**src/rtl/uart_rx_param.sv**
```systemverilog
// uart_rx_param: parametrised UART receiver with 3-sample majority voting.
//
// Frame: start bit, DATA_BITS payload bits (LSB first), optional parity bit
// (PARITY: 0 none, 1 odd, 2 even), then STOP_BITS stop bits. Each bit is sampled
// at MID-1, MID and MID+1 of its bit period and resolved by majority.
//
// Ports:
//   sys_clk    - system clock, rising edge
//   sys_rst    - synchronous reset, active high
//   rx         - asynchronous serial input, idles high
//   po_data    - received payload, held until the next po_flag
//   po_flag    - one-cycle strobe: po_data / parity_err / frame_err valid
//   parity_err - parity mismatch on the frame just strobed
//   frame_err  - some stop bit of the frame just strobed was low
//   busy       - high from start-edge detection until back in idle
module uart_rx_param #(
   parameter int unsigned CLK_FREQ  = 50_000_000,
   parameter int unsigned BAUD      = 9600,
   parameter int unsigned DATA_BITS = 8,
   parameter int unsigned PARITY    = 0,
   parameter int unsigned STOP_BITS = 1
) (
   input  logic                 sys_clk,
   input  logic                 sys_rst,
   input  logic                 rx,
   output logic [DATA_BITS-1:0] po_data,
   output logic                 po_flag,
   output logic                 parity_err,
   output logic                 frame_err,
   output logic                 busy
);

   localparam int unsigned BitCntMax = CLK_FREQ / BAUD;
   localparam int unsigned Mid       = BitCntMax / 2;
   localparam int unsigned CntW      = (BitCntMax > 1) ? $clog2(BitCntMax) : 1;
   localparam int unsigned IdxW      = (DATA_BITS > 1) ? $clog2(DATA_BITS) : 1;

   localparam logic [CntW-1:0] CntLast  = CntW'(BitCntMax - 1);
   localparam logic [CntW-1:0] CntSampA = CntW'(Mid - 1);
   localparam logic [CntW-1:0] CntSampB = CntW'(Mid);
   localparam logic [CntW-1:0] CntEval  = CntW'(Mid + 1);
   localparam logic [IdxW-1:0] IdxLast  = IdxW'(DATA_BITS - 1);
   localparam logic            StopLast = 1'(STOP_BITS - 1);

   typedef enum logic [2:0] {
      StIdle,
      StStart,
      StData,
      StParity,
      StStop
   } state_t;

   state_t r_state;
   state_t w_state_nxt;

   logic                 r_rx_s1;
   logic                 r_rx_s2;
   logic                 r_rx_s3;
   logic [CntW-1:0]      r_bit_cnt;
   logic [1:0]           r_samp;
   logic [IdxW-1:0]      r_bit_idx;
   logic                 r_stop_idx;
   logic [DATA_BITS-1:0] r_shift;
   logic                 r_par_acc;
   logic                 r_perr;
   logic                 r_ferr;
   logic [DATA_BITS-1:0] r_po_data;
   logic                 r_po_flag;
   logic                 r_parity_err;
   logic                 r_frame_err;

   logic w_fall;
   logic w_eval;
   logic w_maj;
   logic w_load;
   logic w_busy;

   assign w_fall = r_rx_s3 & ~r_rx_s2;
   assign w_eval = (r_bit_cnt == CntEval);
   // Third sample is the live synchroniser output at MID+1.
   assign w_maj  = (r_samp[0] & r_samp[1]) | (r_samp[0] & r_rx_s2) | (r_samp[1] & r_rx_s2);

   // State register
   always_ff @(posedge sys_clk) begin
      if (sys_rst) begin
         r_state <= StIdle;
      end else begin
         r_state <= w_state_nxt;
      end
   end

   // Next-state logic
   always_comb begin
      w_state_nxt = r_state;
      unique case (r_state)
         StIdle: begin
            if (w_fall) w_state_nxt = StStart;
         end
         StStart: begin
            if (w_eval) w_state_nxt = w_maj ? StIdle : StData;
         end
         StData: begin
            if (w_eval && (r_bit_idx == IdxLast)) begin
               w_state_nxt = (PARITY != 0) ? StParity : StStop;
            end
         end
         StParity: begin
            if (w_eval) w_state_nxt = StStop;
         end
         StStop: begin
            // Leave at mid-stop so a back-to-back start edge is caught.
            if (w_eval && (r_stop_idx == StopLast)) w_state_nxt = StIdle;
         end
         default: w_state_nxt = StIdle;
      endcase
   end

   // Output decode
   always_comb begin
      w_busy = (r_state != StIdle);
      w_load = (r_state == StStop) && w_eval && (r_stop_idx == StopLast);
   end

   // Synchroniser, bit timing and datapath
   always_ff @(posedge sys_clk) begin
      if (sys_rst) begin
         r_rx_s1      <= 1'b1;
         r_rx_s2      <= 1'b1;
         r_rx_s3      <= 1'b1;
         r_bit_cnt    <= '0;
         r_samp       <= 2'b11;
         r_bit_idx    <= '0;
         r_stop_idx   <= 1'b0;
         r_shift      <= '0;
         r_par_acc    <= 1'b0;
         r_perr       <= 1'b0;
         r_ferr       <= 1'b0;
         r_po_data    <= '0;
         r_po_flag    <= 1'b0;
         r_parity_err <= 1'b0;
         r_frame_err  <= 1'b0;
      end else begin
         r_rx_s1   <= rx;
         r_rx_s2   <= r_rx_s1;
         r_rx_s3   <= r_rx_s2;
         r_po_flag <= w_load;

         // Counter sits at 0 in idle, so it is zero the cycle after the edge.
         if (r_state == StIdle || r_bit_cnt == CntLast) begin
            r_bit_cnt <= '0;
         end else begin
            r_bit_cnt <= r_bit_cnt + CntW'(1);
         end

         if (r_bit_cnt == CntSampA) r_samp[0] <= r_rx_s2;
         if (r_bit_cnt == CntSampB) r_samp[1] <= r_rx_s2;

         case (r_state)
            StIdle: begin
               if (w_fall) begin
                  r_bit_idx  <= '0;
                  r_stop_idx <= 1'b0;
                  r_par_acc  <= 1'b0;
                  r_perr     <= 1'b0;
                  r_ferr     <= 1'b0;
               end
            end
            StData: begin
               if (w_eval) begin
                  r_shift   <= {w_maj, r_shift[DATA_BITS-1:1]};
                  r_par_acc <= r_par_acc ^ w_maj;
                  r_bit_idx <= r_bit_idx + IdxW'(1);
               end
            end
            StParity: begin
               if (w_eval) begin
                  // Odd parity wants an odd total of ones, even wants even.
                  if (PARITY == 1) r_perr <= ~(r_par_acc ^ w_maj);
                  else             r_perr <= r_par_acc ^ w_maj;
               end
            end
            StStop: begin
               if (w_eval) begin
                  if (!w_maj) r_ferr <= 1'b1;
                  r_stop_idx <= ~r_stop_idx;
                  if (w_load) begin
                     r_po_data    <= r_shift;
                     r_parity_err <= r_perr;
                     r_frame_err  <= r_ferr | ~w_maj;
                  end
               end
            end
            default: ;
         endcase
      end
   end

   assign po_data    = r_po_data;
   assign po_flag    = r_po_flag;
   assign parity_err = r_parity_err;
   assign frame_err  = r_frame_err;
   assign busy       = w_busy;

endmodule
```
**config.mk**
```make
export PLATFORM = sky130hd
export DESIGN_NAME = uart_rx_param
export DESIGN_NICKNAME = d
export VERILOG_FILES = /design/src/rtl/uart_rx_param.sv
export SDC_FILE = /design/constraint.sdc
export NUM_CORES = 1
export LEC_CHECK = 0
export CORE_AREA = 2 2 71 73
export DETAILED_ROUTE_END_ITERATION = 10
export DIE_AREA = 0 0 73 75
export DONT_BUFFER_PORTS = 1
export SYNTH_ARGS = -nofsm -noshare
export SYNTH_HDL_FRONTEND = slang
export SYNTH_SLANG_ARGS = --single-unit
```
**constraint.sdc**
```tcl
create_clock -name sys_clk -period 2.2 [get_ports sys_clk]
set_clock_uncertainty 0.2 [all_clocks]
set_input_delay 0.44 -clock sys_clk [delete_from_list [all_inputs] [get_ports sys_clk]]
set_output_delay 0.44 -clock sys_clk [all_outputs]
set_load 0.02 [all_outputs]
```
==> results <==
area by class of cell:
class / instances / area, µm² / area share (%)
clock buffers: 6 / 82.6 / 3.40
repair buffers: 29 / 223 / 9.18
flip-flops and latches: 47 / 943 / 38.9
inverters: 6 / 22.5 / 0.928
multi-input cells: 166 / 1070 / 44.2
clock inverters: 2 / 13.8 / 0.567
well taps: 54 / 67.6 / 2.78
kinds of logic (layout without fill, tap and decap cells):
family,after synthesis,count (layout)
compound gates,24,24
xor+xnor,12,12
fa+ha+maj,6,6
buf+inv,14,43
flops,47,47
mux,14,14
simple gates,110,110
worst max-delay path by stage:
stage	slack, ns	depth (start not counted)	endpoint	from
after floorplan	0.01	6	r_stop_idx	r_bit_cnt[4]
after global placement	0.06	6	r_shift[5]	r_bit_cnt[4]
after detailed placement	0.03	6	r_shift[4]	r_bit_cnt[4]
after CTS	0.01	6	r_shift[4]	r_bit_cnt[4]
after global routing	-0.05	6	r_bit_idx[1]	r_bit_cnt[4]
final	0.05	5	r_stop_idx	r_bit_cnt[4]
state kept, by name, summed over array words and instances, names as in the netlist:
name,count
r_stop_idx,1
po_flag,1
r_samp,2
r_bit_idx,3
frame_err,1
r_shift,8
r_par_acc,1
r_rx_s1,1
r_state,3
po_data,8
r_perr,1
r_rx_s2,1
r_rx_s3,1
r_ferr,1
parity_err,1
r_bit_cnt,13
stage by stage:
step | instance area [µm²] | cells | utilization, %
global route | 2430 | 310 | 52.1
floorplan | 2060 | 227 | -
global placement | 2270 | 297 | 48.7
detailed placement | 2270 | 297 | 48.7
CTS | 2360 | 305 | 50.7
finish | 2430 | 310 | 52.1
timing repair:
| action | CTS | global route |
|---|---|---|
| endpoints found under the hold margin | 26 | 25 |
| resized for setup | 0 | 6 |
| endpoints found under the setup margin | 0 | 21 |
| buffers inserted | 0 | 3 |
power by group through the flow:
| stage | registers [mW] | clock network (mW) | logic, mW |
|---|---|---|---|
| floorplan | 0.877 | 0 | 0.0278 |
| global placement | 0.878 | 0 | 0.0287 |
| detailed placement | 0.878 | 0 | 0.0289 |
| CTS | 0.858 | 0.573 | 0.0291 |
| global route | 0.859 | 0.599 | 0.0441 |
| finish | 0.858 | 0.551 | 0.0401 |
worst max-delay path, cell delays in order (launching register included):
cell and delay [ns]:
dfxtp_2 0.34, or4b_4 0.56, nor4_4 0.38, mux2_2 0.38, a22oi_1 0.14, nor2_1 0.06
placed cells by master, fill, tap and decap left out, drive strengths merged, types with 3 or more instances in the layout:
| cell | synthesis | routed |
|---|---|---|
| a21oi | 13 | 13 |
| a22oi | 3 | 3 |
| and3 | 3 | 3 |
| buf | 2 | 27 |
| clkbuf | 6 | 6 |
| dfxtp | 47 | 47 |
| ha | 5 | 5 |
| inv | 6 | 7 |
| mux2i | 13 | 13 |
| nand2 | 21 | 21 |
| nand2b | 6 | 6 |
| nand3 | 7 | 7 |
| nand4 | 3 | 3 |
| nor2 | 36 | 36 |
| nor2b | 5 | 5 |
| nor3 | 7 | 7 |
| o21ai | 3 | 3 |
| or2 | 3 | 3 |
| or3 | 3 | 3 |
| xnor2 | 7 | 7 |
| xor2 | 5 | 5 |
metal layers:
| metal | up-vias | wire (µm) | track usage, % |
|---|---|---|---|
| li1 | 830 | - | - |
| met1 | 719 | 2110 | 22.9 |
| met2 | 25 | 1650 | 23.2 |
| met3 | 5 | 121 | 4.15 |
| met4 | 0 | 63 | 6.79 |
| met5 | - | 0 | 0 |
==> metrics <==
core box area=0.00466 mm²; setup TNS=0 ns; clock sinks=47; Setup WS pre-CTS=0.0264 ns; fin crit share=97.9%; worst skew pair latency=0.30 ns; CP Launch Type=register; crit end category=register; Comb pwr share=2.8%; XOR/XNOR Fraction of Synth Area=5.10%; DP Wirelength=2.77 mm; Fin Hold WS=0.00980 ns; drt total wl=3.95 mm; Switch Pwr=320 µW; share of layout cells above drive strength 1=19.1%; syn nets=235; mux contribution to synthesized area=6.86%; hold path cells=1; Tot Pwr=1.45 mW; vias in the first global route=1470; Max Clock Freq=464 MHz; DRT antenna net count=0; synthesized cell area=0.00206 mm²; via density per instance=5.09; number of synthesized flops with an enable pin=0; R2R Path End=r_stop_idx; WP data required=2.19 ns; async set-reset flop share out of synthesis=0%; setup ws final=0.0451 ns; Setup CP Type=reg -> reg; unrepaired setup endpoints after global routing=yes; Yosys reg bits=47; peak supply drop=331 µV; compound-cell area share of the yosys netlist=7.04%; IO Pins=15; Main synth FF type=dfxtp_1; Initial Utilization=44.2%; Synth Area in Simple Gates=28.8%; reg2reg start=r_bit_cnt[4]; largest net degree at the start of global routing=37; first-pass GRT wire length=6.87 mm; top post-synthesis cells by area=dfxtp_1 (46%), nor2_1 (6.6%), mux2i_1 (6.3%); count leader, synth=dfxtp_1; Least-Margin Pin Slew=0.881 ns; Initial DRC Count=93; LEAKAGE=0.937 nW; post-synth top area share=45.6%; post-synthesis adder-cell area fraction=3.52%; Reg2Reg Depth=5; final setup fails=0; data arrival time of the critical path=2.15 ns; Die Y=75 µm; CTS clock-pin slew for the worst setup and hold paths=0.09 ns; R2R Setup Slk=0.05 ns; Synth Instances=227; switching share of total power=22.1%; Remaining DRCs=0; Synth warnings=0; Vias=1579; PwrDens=597 mW/mm²; fin crit period=2.15 ns; critical-path maximum fanout=4; sequential area share after synthesis=45.6%; nets@finish=263; total grt overflow=0; largest family of logic cells by synthesized area=simple AND/OR/NAND/NOR gates; Routed wire per std cell=12.7 µm; most frequent cells after synthesis=dfxtp_1 (47), nor2_1 (36), nand2_1 (21); Total GRT Usage=16.1%; Endpoint, Worst Hold=r_state[2]; clock share of power=38.0%; Max Slew Vio Count=0; gpl congestion=0.879; MaxCap Viol Count=0; worst rel slew slack=41.1%; # diodes=0; num rows=25; H-tree Lvls=2; Inserted Clock Buffers=5; First-pass DRT Iterations=4; growth of design area from synthesis to finish=17.7%; DIE AREA=0.00548 mm²; clk buf depth=2; Min-Delay Startpoint=sys_rst; Die X=73 µm; internal power=1.13 mW; initial antenna violation count=0; IO Port Bufs=0; worst min-delay path class=in -> reg; Clock Tree Root=clkbuf_8; Synth cell types=44; Seq pwr share=59.2%; Syn Area/Cell=9.08 µm²; outcome=completed; final hold viol count=0; TritonCTS clock tree=done; FILL cells=444; cell taking the most area after synthesis=dfxtp_1
Note: power is estimated with default switching activity, not from simulation.
